**config.mk**
```make
export PLATFORM = sky130hd
export DESIGN_NAME = cond_flag_unit
export DESIGN_NICKNAME = d
export VERILOG_FILES = /design/src/rtl/cpu_pkg.sv /design/src/rtl/cond_check.sv /design/src/rtl/cond_flag_unit.sv
export SDC_FILE = /design/constraint.sdc
export NUM_CORES = 1
export LEC_CHECK = 0
export CAP_MARGIN = 10
export CORE_ASPECT_RATIO = 0.5
export CORE_MARGIN = 2
export CORE_UTILIZATION = 25
export DETAILED_ROUTE_END_ITERATION = 8
export GPL_TIMING_DRIVEN = 1
export SYNTH_ARGS = -nofsm -noshare
export SYNTH_HDL_FRONTEND = slang
export SYNTH_HIERARCHICAL = 1
export SYNTH_SLANG_ARGS = --single-unit
```
**constraint.sdc**
```tcl
create_clock -name CLK -period 3.1 [get_ports CLK]
set_input_delay 0.62 -clock CLK [delete_from_list [all_inputs] [get_ports CLK]]
set_output_delay 0.62 -clock CLK [all_outputs]
set_load 0.02 [all_outputs]
```
**src/rtl/cpu_pkg.sv**
```systemverilog
// Shared core encodings: ALU opcodes, condition codes, NZCV bit positions, flag-unit states.
package cpu_pkg;

    localparam int FLAG_N = 3;
    localparam int FLAG_Z = 2;
    localparam int FLAG_C = 1;
    localparam int FLAG_V = 0;

    typedef enum logic [3:0] {
        ALU_AND = 4'h0, ALU_EOR = 4'h1, ALU_SUB = 4'h2, ALU_RSB = 4'h3,
        ALU_ADD = 4'h4, ALU_ADC = 4'h5, ALU_SBC = 4'h6, ALU_RSC = 4'h7,
        ALU_TST = 4'h8, ALU_TEQ = 4'h9, ALU_CMP = 4'hA, ALU_CMN = 4'hB,
        ALU_ORR = 4'hC, ALU_MOV = 4'hD, ALU_BIC = 4'hE, ALU_MVN = 4'hF
    } alu_op_e;

    typedef enum logic [3:0] {
        COND_EQ = 4'h0, COND_NE = 4'h1, COND_CS = 4'h2, COND_CC = 4'h3,
        COND_MI = 4'h4, COND_PL = 4'h5, COND_VS = 4'h6, COND_VC = 4'h7,
        COND_HI = 4'h8, COND_LS = 4'h9, COND_GE = 4'hA, COND_LT = 4'hB,
        COND_GT = 4'hC, COND_LE = 4'hD, COND_AL = 4'hE, COND_NV = 4'hF
    } cond_e;

    typedef enum logic {
        ST_IDLE  = 1'b0,
        ST_MBUSY = 1'b1
    } flag_state_e;

    // Logical ops take their carry from the shifter rather than the adder.
    function automatic logic is_logical_op(input logic [3:0] op);
        return op inside {ALU_AND, ALU_EOR, ALU_TST, ALU_TEQ,
                          ALU_ORR, ALU_MOV, ALU_BIC, ALU_MVN};
    endfunction

endpackage

```
**src/rtl/cond_check.sv**
```systemverilog
// Combinational ARM condition-field evaluation against NZCV; zero latency, no flow control.
module cond_check
    import cpu_pkg::*;
(
    input  logic [3:0] cond,
    input  logic [3:0] flags,
    output logic       cond_ex
);

    logic n, z, c, v;

    assign n = flags[FLAG_N];
    assign z = flags[FLAG_Z];
    assign c = flags[FLAG_C];
    assign v = flags[FLAG_V];

    always_comb begin
        cond_ex = 1'b0;
        case (cond)
            COND_EQ: cond_ex = z;
            COND_NE: cond_ex = ~z;
            COND_CS: cond_ex = c;
            COND_CC: cond_ex = ~c;
            COND_MI: cond_ex = n;
            COND_PL: cond_ex = ~n;
            COND_VS: cond_ex = v;
            COND_VC: cond_ex = ~v;
            COND_HI: cond_ex = c & ~z;
            COND_LS: cond_ex = ~c | z;
            COND_GE: cond_ex = ~(n ^ v);
            COND_LT: cond_ex = n ^ v;
            COND_GT: cond_ex = ~z & ~(n ^ v);
            COND_LE: cond_ex = z | (n ^ v);
            COND_AL: cond_ex = 1'b1;
            default: cond_ex = 1'b0;
        endcase
    end

endmodule

```
**src/rtl/cond_flag_unit.sv**
```systemverilog
// Condition gating, NZCV update, banked flag save/restore and multi-cycle op tracking.
// Gated outputs are combinational; flags update on the next edge. Stall holds while a multiply runs.
module cond_flag_unit
    import cpu_pkg::*;
#(
    parameter int         NUM_BANKS    = 4,
    parameter logic [3:0] MC_FLAG_MASK = 4'b1100,
    localparam int        BANK_W       = $clog2(NUM_BANKS)
)(
    input  logic              CLK,
    input  logic              Reset,
    input  logic              InstrValid,
    input  logic [3:0]        Cond,
    input  logic [3:0]        FlagW,
    input  logic              PCS,
    input  logic              RegW,
    input  logic              MemW,
    input  logic              NoWrite,
    input  logic              MS,
    input  logic [3:0]        ALUOp,
    input  logic [3:0]        ALUFlags,
    input  logic              ShifterCarry,
    input  logic              MDone,
    input  logic [3:0]        MFlags,
    input  logic              SaveReq,
    input  logic              RestoreReq,
    input  logic [BANK_W-1:0] BankSel,
    output logic              PCSrc,
    output logic              RegWrite,
    output logic              MemWrite,
    output logic              MStart,
    output logic              CondEx,
    output logic              Stall,
    output logic              MBusy,
    output logic [3:0]        Flags,
    output logic              CFlag
);

    // Bank storage spans every BankSel code; slot 0 and out-of-range slots are never written.
    localparam int SLOTS = 2 ** BANK_W;

    flag_state_e state_q, state_d;
    logic [3:0]  flags_q, flags_d;
    logic [3:0]  pend_q, pend_d;
    logic [3:0]  bank_q [SLOTS];
    logic [3:0]  bank_d [SLOTS];

    logic       go;
    logic       in_idle;
    logic       m_start;
    logic       bank_ok;
    logic [3:0] wmask;

    cond_check u_cond_check (
        .cond    (Cond),
        .flags   (flags_q),
        .cond_ex (CondEx)
    );

    assign in_idle = (state_q == ST_IDLE);
    assign go      = InstrValid & CondEx;
    assign m_start = in_idle & MS & go;
    assign bank_ok = (BankSel != '0) && (32'(BankSel) < 32'(NUM_BANKS));

    always_ff @(posedge CLK or posedge Reset) begin
        if (Reset) begin
            state_q <= ST_IDLE;
            flags_q <= '0;
            pend_q  <= '0;
            for (int i = 0; i < SLOTS; i++) begin
                bank_q[i] <= '0;
            end
        end else begin
            state_q <= state_d;
            flags_q <= flags_d;
            pend_q  <= pend_d;
            bank_q  <= bank_d;
        end
    end

    always_comb begin
        state_d = state_q;
        case (state_q)
            ST_IDLE:  if (m_start) state_d = ST_MBUSY;
            ST_MBUSY: if (MDone)   state_d = ST_IDLE;
            default:  state_d = ST_IDLE;
        endcase
    end

    always_comb begin
        PCSrc    = 1'b0;
        RegWrite = 1'b0;
        MemWrite = 1'b0;
        MStart   = 1'b0;
        Stall    = 1'b0;
        MBusy    = 1'b0;
        case (state_q)
            ST_IDLE: begin
                PCSrc    = PCS & go;
                RegWrite = RegW & go & ~NoWrite;
                MemWrite = MemW & go;
                MStart   = m_start;
            end
            ST_MBUSY: begin
                MBusy = 1'b1;
                Stall = ~MDone;
            end
            default: ;
        endcase
    end

    always_comb begin
        flags_d = flags_q;
        pend_d  = pend_q;
        bank_d  = bank_q;
        wmask   = '0;
        if (in_idle) begin
            // The multiply owns the flag write; the ALU result that cycle is discarded.
            wmask = m_start ? 4'b0000 : (FlagW & {4{go}});
            if (m_start) pend_d = FlagW & MC_FLAG_MASK;
            if (wmask[FLAG_N]) flags_d[FLAG_N] = ALUFlags[FLAG_N];
            if (wmask[FLAG_Z]) flags_d[FLAG_Z] = ALUFlags[FLAG_Z];
            if (wmask[FLAG_V]) flags_d[FLAG_V] = ALUFlags[FLAG_V];
            if (wmask[FLAG_C]) begin
                flags_d[FLAG_C] = is_logical_op(ALUOp) ? ShifterCarry : ALUFlags[FLAG_C];
            end
            // Save sees pre-update flags; restore wins over any same-cycle ALU write.
            if (SaveReq && bank_ok)    bank_d[BankSel] = flags_q;
            if (RestoreReq && bank_ok) flags_d = bank_q[BankSel];
        end else if (MDone) begin
            flags_d = (flags_q & ~pend_q) | (MFlags & pend_q);
            pend_d  = '0;
        end
    end

    assign Flags = flags_q;
    assign CFlag = flags_q[FLAG_C];

endmodule

```
==> metrics.md <==
| Metric | Value |
|---|---|
| Arrival @ worst endpoint | roughly 2.4 ns |
| Die H | around 55 um |
| Die span in x | roughly 110 um |
| Vias per inst | 4.80 |
| RD Place Congestion | slightly below 0.8 |
| Routed len/inst | approximately 14 um |
| Total Nets Final | around 220 |
| CP Cell Sequence | clkdlybuf4s15_2 > or2b_1 > o22ai_1 > a211o_1 > a211o_1 > nand2_2 > nor2_4 > and2_1 > clkdlybuf4s15_1 |
| First-pass GRT wire length | 5680 um |
| EDFF count, synth | 0 |
| R2r worst-path depth | 9 |
| Clock-pin transition on the worst setup and hold timing paths | approximately 0.060 ns |
| Final Max Tran Viols | 0 |
| Max-cap violations | 0 |
| Sw power | approximately 420 uW |
| Avg Inst Size Synth | 10.0 sq um |
| Max-slew headroom | 0.502 |
| Post-synth top area share | 0.370 |
| DRT Pass-1 Iters | 4 |
| Data required time of the critical path | about 2.5 ns |
| Synth top area cells | dfrtp_1 (37%), mux2_2 (12%), a21oi_1 (3.1%) |
| Setup repair bufs after CTS | 0 |
| Dpl hpwl | 2820 um |
| #FFs+latches synth | 19 |
| Sequential share of the synthesized area | 0.370 |
| CP max FO | 6 |
| Initial core utilization | 0.261 |
| Post-route ant nets | 0 |
| Worst Setup Start Kind | input pin |
| DP Cell Count | 246 |
| CP Capture Type | primary output |
| Htree depth | 1 |
| # diodes | 0 |
| Worst vdd ir | between 200 and 250 uV |
| FFs w/ async S/R, synth | 1.00 |
| Max stage delay on crit path | 0.33 ns |
| Max Clk Rate | 334 MHz |
| CORE AREA | ~4900 sq um |
| Rows | 18 |
| Clock Latency Late Sink | 0.26 ns |
| CTS Sinks | 19 |
| Cts bufs inserted | 3 |
| Post-synth top area cell | dfrtp_1 |
| Sequential power share | 0.380 |
| CTS tree | built |
| Tot Pwr | roughly 1200 uW |
| Drt drc | 0 |
| Worst Tran Pin Value | around 0.75 ns |
| Number of global-route vias before repair | around 1100 |
| I/O pins | 46 |
| Die area | around 5800 sq um |
| Switching power share of the total | 0.358 |
| Congestion Overflow GR | 0 |
| Clk buf depth | 2 |
| Power per cell area | ~630 nW/um^2 |
| Cell count after synthesis | between 100 and 150 |
| Cell-internal power | 757 uW |
| Share of layout cells above drive strength 1 | 0.239 |
| Status | finished, final reports clean |
| Filler cell count | ~500 |
| Initial antenna violation count | 0 |
| CTS Hold Bufs | 0 |
| Reg area | 475 sq um |
| Reg2reg setup slack | around 0.64 ns |
| Fin. Hold Viols | 0 |
| Setup TNS | 0 ns |
| DR iter-0 viols | 34 |
| Commonest non-fill, non-tap cells in the layout | clkdlybuf4s50_1 (33), dfrtp_1 (19), mux2_2 (14) |
| Hold path start | bank_q[11] |
| Syn Nets | between 150 and 200 |
| Unrepaired setup endpoints after global routing | no |
| Hold Crit Class | flip-flop to flip-flop |
| Syn-to-layout area delta | 46.2% |
| Via count | about 1200 |
| Leakage Power | ~0.0008 uW |
| Comb power frac | 0.473 |
| Fin crit share | 0.967 |
| Final WL | ~3600 um |
| Min Tclk post-route | ~3 ns |
| IO Port Bufs | 42 |
| Hold path depth | 1 |
| Largest net degree at the start of global routing | 20 |
| Ys flop type | dfrtp_1 |
| Gr usage total | 0.128 |
| Multi-input combinational cell area | 763 sq um |
| Final non-filler cell total | 250 |
| WHS | approximately 0.50 ns |
| CP dominant cell by count | a211o_1 |
| Cell variety after synth | 48 |
| Clock share of power | 0.147 |
| WS Path Type | input pin to primary output |
| Synth warn | 6 |
| Most common cell after layout, fill and taps aside | clkdlybuf4s50_1 |
| CTS root buf | clkbuf_8 |
| Worst hold path endpoint | bank_q[11] |
| Final setup violation count | 0 |
| Clock Skew | between 0.008 and 0.009 ns |
| Synthesized area | around 1300 sq um |
| Slowest CP cell | a211o_1 |
[cells in the mapped netlist (2+ instances only)]
master and count:
mux2_2 14, a211oi_1 2, nand3_1 4, nor3_1 2, and3b_1 2, a31o_2 2
buf_4 3, nor2b_1 2, a31oi_1 2, o21ai_0 6, mux2i_1 2, dfrtp_1 19
o31ai_1 3, o22ai_1 2, nand4b_1 2, and2b_1 2, nor2_1 6, nand2b_1 2
nand2_1 7, nor3b_1 2, o211ai_1 2, inv_1 4, and2_1 2, a21oi_1 8
and3_1 2, a211o_1 2
[logic make-up (layout without fill, tap and decap cells)]
family / Yosys count / after routing / share of synthesized area
AO/OA/AOI/OAI: 37 / 37 / 0.200
XOR/XNOR: 2 / 2 / 0.0195
buffers and inverters: 10 / 62 / 0.0447
flip-flops: 19 / 19 / 0.370
multiplexers: 17 / 17 / 0.150
AND/OR/NAND/NOR: 43 / 43 / 0.216
[power groups by stage]
stage	sequential, uW	combinational [uW]	clock [uW]
global placement	444	553	0
floorplan	470	292	0
CTS	448	563	178
detailed placement	453	566	0
global route	462	610	186
finish	448	558	173
[stage by stage]
| step | utilization | setup WS, ns | area [sq um] |
|---|---|---|---|
| floorplan | - | 0.0861 | 1290 |
| global placement | 0.373 | -0.538 | 1840 |
| detailed placement | 0.373 | -0.632 | 1840 |
| CTS | 0.383 | 0.0180 | 1890 |
| global route | 0.381 | 0.00659 | 1880 |
| finish | 0.381 | 0.102 | 1880 |
[layout make-up]
cell class,count,area share
Tap cell,70,0.0466
Sequential cell,19,0.253
Multi-Input combinational cell,99,0.406
Timing Repair Buffer,54,0.263
Clock buffer,4,0.0240
Inverter,4,0.00798
[worst max-delay path, delay by kind of cell]
kind	cells	cell delay (ns)
compound gates	3	0.72
buf+inv	2	0.51
simple gates	4	0.52
[worst max-delay path by stage]
stage,from,end,slack (ns)
6_report,Cond[2],PCSrc,0.10
5_1_grt,Cond[2],MemWrite,0.007
4_1_cts,Cond[2],MemWrite,0.02
3_5_place_dp,Cond[2],PCSrc,-0.63
3_3_place_gp,Cond[2],MStart,-0.54
2_1_floorplan,Cond[3],RegWrite,0.09
[metal layers]
| metal | routed length (um) | track usage | vias up |
|---|---|---|---|
| li1 | - | - | 590 |
| met1 | 1660 | 0.165 | 581 |
| met2 | 1720 | 0.228 | 26 |
| met3 | 152 | 0.0226 | 4 |
| met4 | 31 | 0.0333 | 0 |
| met5 | 0 | 0 | - |
[repair_timing]
action,4_1_cts,5_1_grt
pin swaps,0,1
endpoints found under the setup margin,5,4
gates resized for setup,14,10
Power figures use the tool's default switching activity.
==> variant (same flow settings) <==
Make the reset (`Reset`) synchronous in one clocked block.
--- a/src/rtl/cond_flag_unit.sv
+++ b/src/rtl/cond_flag_unit.sv
@@ -62,7 +62,7 @@
     assign m_start = in_idle & MS & go;
     assign bank_ok = (BankSel != '0) && (32'(BankSel) < 32'(NUM_BANKS));
 
-    always_ff @(posedge CLK or posedge Reset) begin
+    always_ff @(posedge CLK) begin
         if (Reset) begin
             state_q <= ST_IDLE;
             flags_q <= '0;
Function: differs if Reset is asserted again (counterexample within 4 cycles, from zero or initial values and one cycle with Reset high); with Reset held inactive, the same outputs for 10 cycles.
==> variant against the unedited design <==
  * Worst hold slack lost 9.0 ps
  * Register-to-register slack gained 20 ps
  * Global-route usage shrank 0.61 points
  * Sequential cell count is the same
  * Cell area shrank 3.6%
  * Setup slack lost 20 ps
  * Routed wire length shrank 6.7%
  * Area after synthesis shrank 3.8%
Power is not compared: it rests on default switching activity, and its combinational part moved more than twofold at a synthesized area within 25%.
==> variant: results <==
{
  "status": "finished, final reports clean",
  "routedWlPerCell_um": 12.4,
  "ys_top_cells_by_count": "nor2_1, dfxtp_1, mux2i_1, a21oi_1, nand2_1",
  "grt_first_pass_wirelength_um": 5310,
  "cts.clk_slew.worst_paths_ps": 60,
  "syn_nets": 184,
  "place_inst": 264,
  "place_congestion": 0.824,
  "synthTopCellsByArea": "dfxtp_1, mux2i_1, nor2_1, a21oi_1, and3b_1",
  "finClkSkew_ps": 5.21,
  "nets": 233,
  "globalRouteTotalUtil": 0.122,
  "hpwl_um": 2670,
  "clockBufferDepth": 2,
  "ys_seq_area_frac": 0.307,
  "placed_area_um2": 1790,
  "relSlewSlack": 0.514,
  "cp.arrival_ps": 2400,
  "layout-drive-gt1-share": 0.157,
  "hold_buffers": 0,
  "vias": 1284,
  "dr.pass1.iters": 5,
  "synthArstFlopShare": 0,
  "place_ws_ps": -554,
  "vdd_ir_drop_max_v": 0.000156,
  "drt-initial-drc-count": 75,
  "netlist_instances": 150,
  "grt_pass1_vias": 1162,
  "min_path_type": "flop to flop",
  "vias_per_cell": 4.79
}
[variant: final timing paths]
path                     startpoint                endpoint  slack (ps)  cells past startpoint
max                         Cond[2]                  CondEx          80                      7
min          pend_q[2]$_SDFFE_PP0P_  pend_q[2]$_SDFFE_PP0P_         490                      2
max reg2reg                    flop                    flop         660                      9
min reg2reg  pend_q[2]$_SDFFE_PP0P_  pend_q[2]$_SDFFE_PP0P_         490                      2
[variant: metal layers]
layer	wire, µm	global-route usage
met1	1530	0.163
met2	1570	0.213
met3	217	0.0195
met4	18	0.0197
met5	0	0
[variant: kinds of logic (layout without fill, tap and decap cells)]
family	count (synthesis)	after routing	share of synthesized area
xor+xnor	2	2	0.0202
simple gates	57	57	0.245
compound gates	41	41	0.238
mux	15	15	0.127
flops	19	19	0.307
buf+inv	16	64	0.0627
[variant: final cells by class]
class,instances,area [µm²]
inverters,4,15.0
multi-input cells,115,781
repair buffers,56,504
flip-flops and latches,19,380
well taps,70,87.6
fillers,498,3030
clock buffers,4,45.0
[variant: power breakdown]
part           internal [mW]  switching (mW)  leakage (nW)
Clock                 0.0913          0.0788        0.0228
Combinational          0.109          0.0898         0.540
Sequential             0.254          0.0124         0.154
Total                  0.454           0.181         0.717
[variant: timing repair]
item                                   in CTS  in global routing
endpoints found under the hold margin       0                  0
setup endpoints to repair                   5                  5
gates resized for setup                    11                  9
pin swaps                                   0                  1
cloned                                      0                  0
[variant: worst max-delay path, cell delays in order]
cell and delay, ps:
clkdlybuf4s15_2 230, or2b_1 180, o22ai_1 70, a211o_1 300, a211o_1 320, buf_4 150, clkdlybuf4s50_1 530
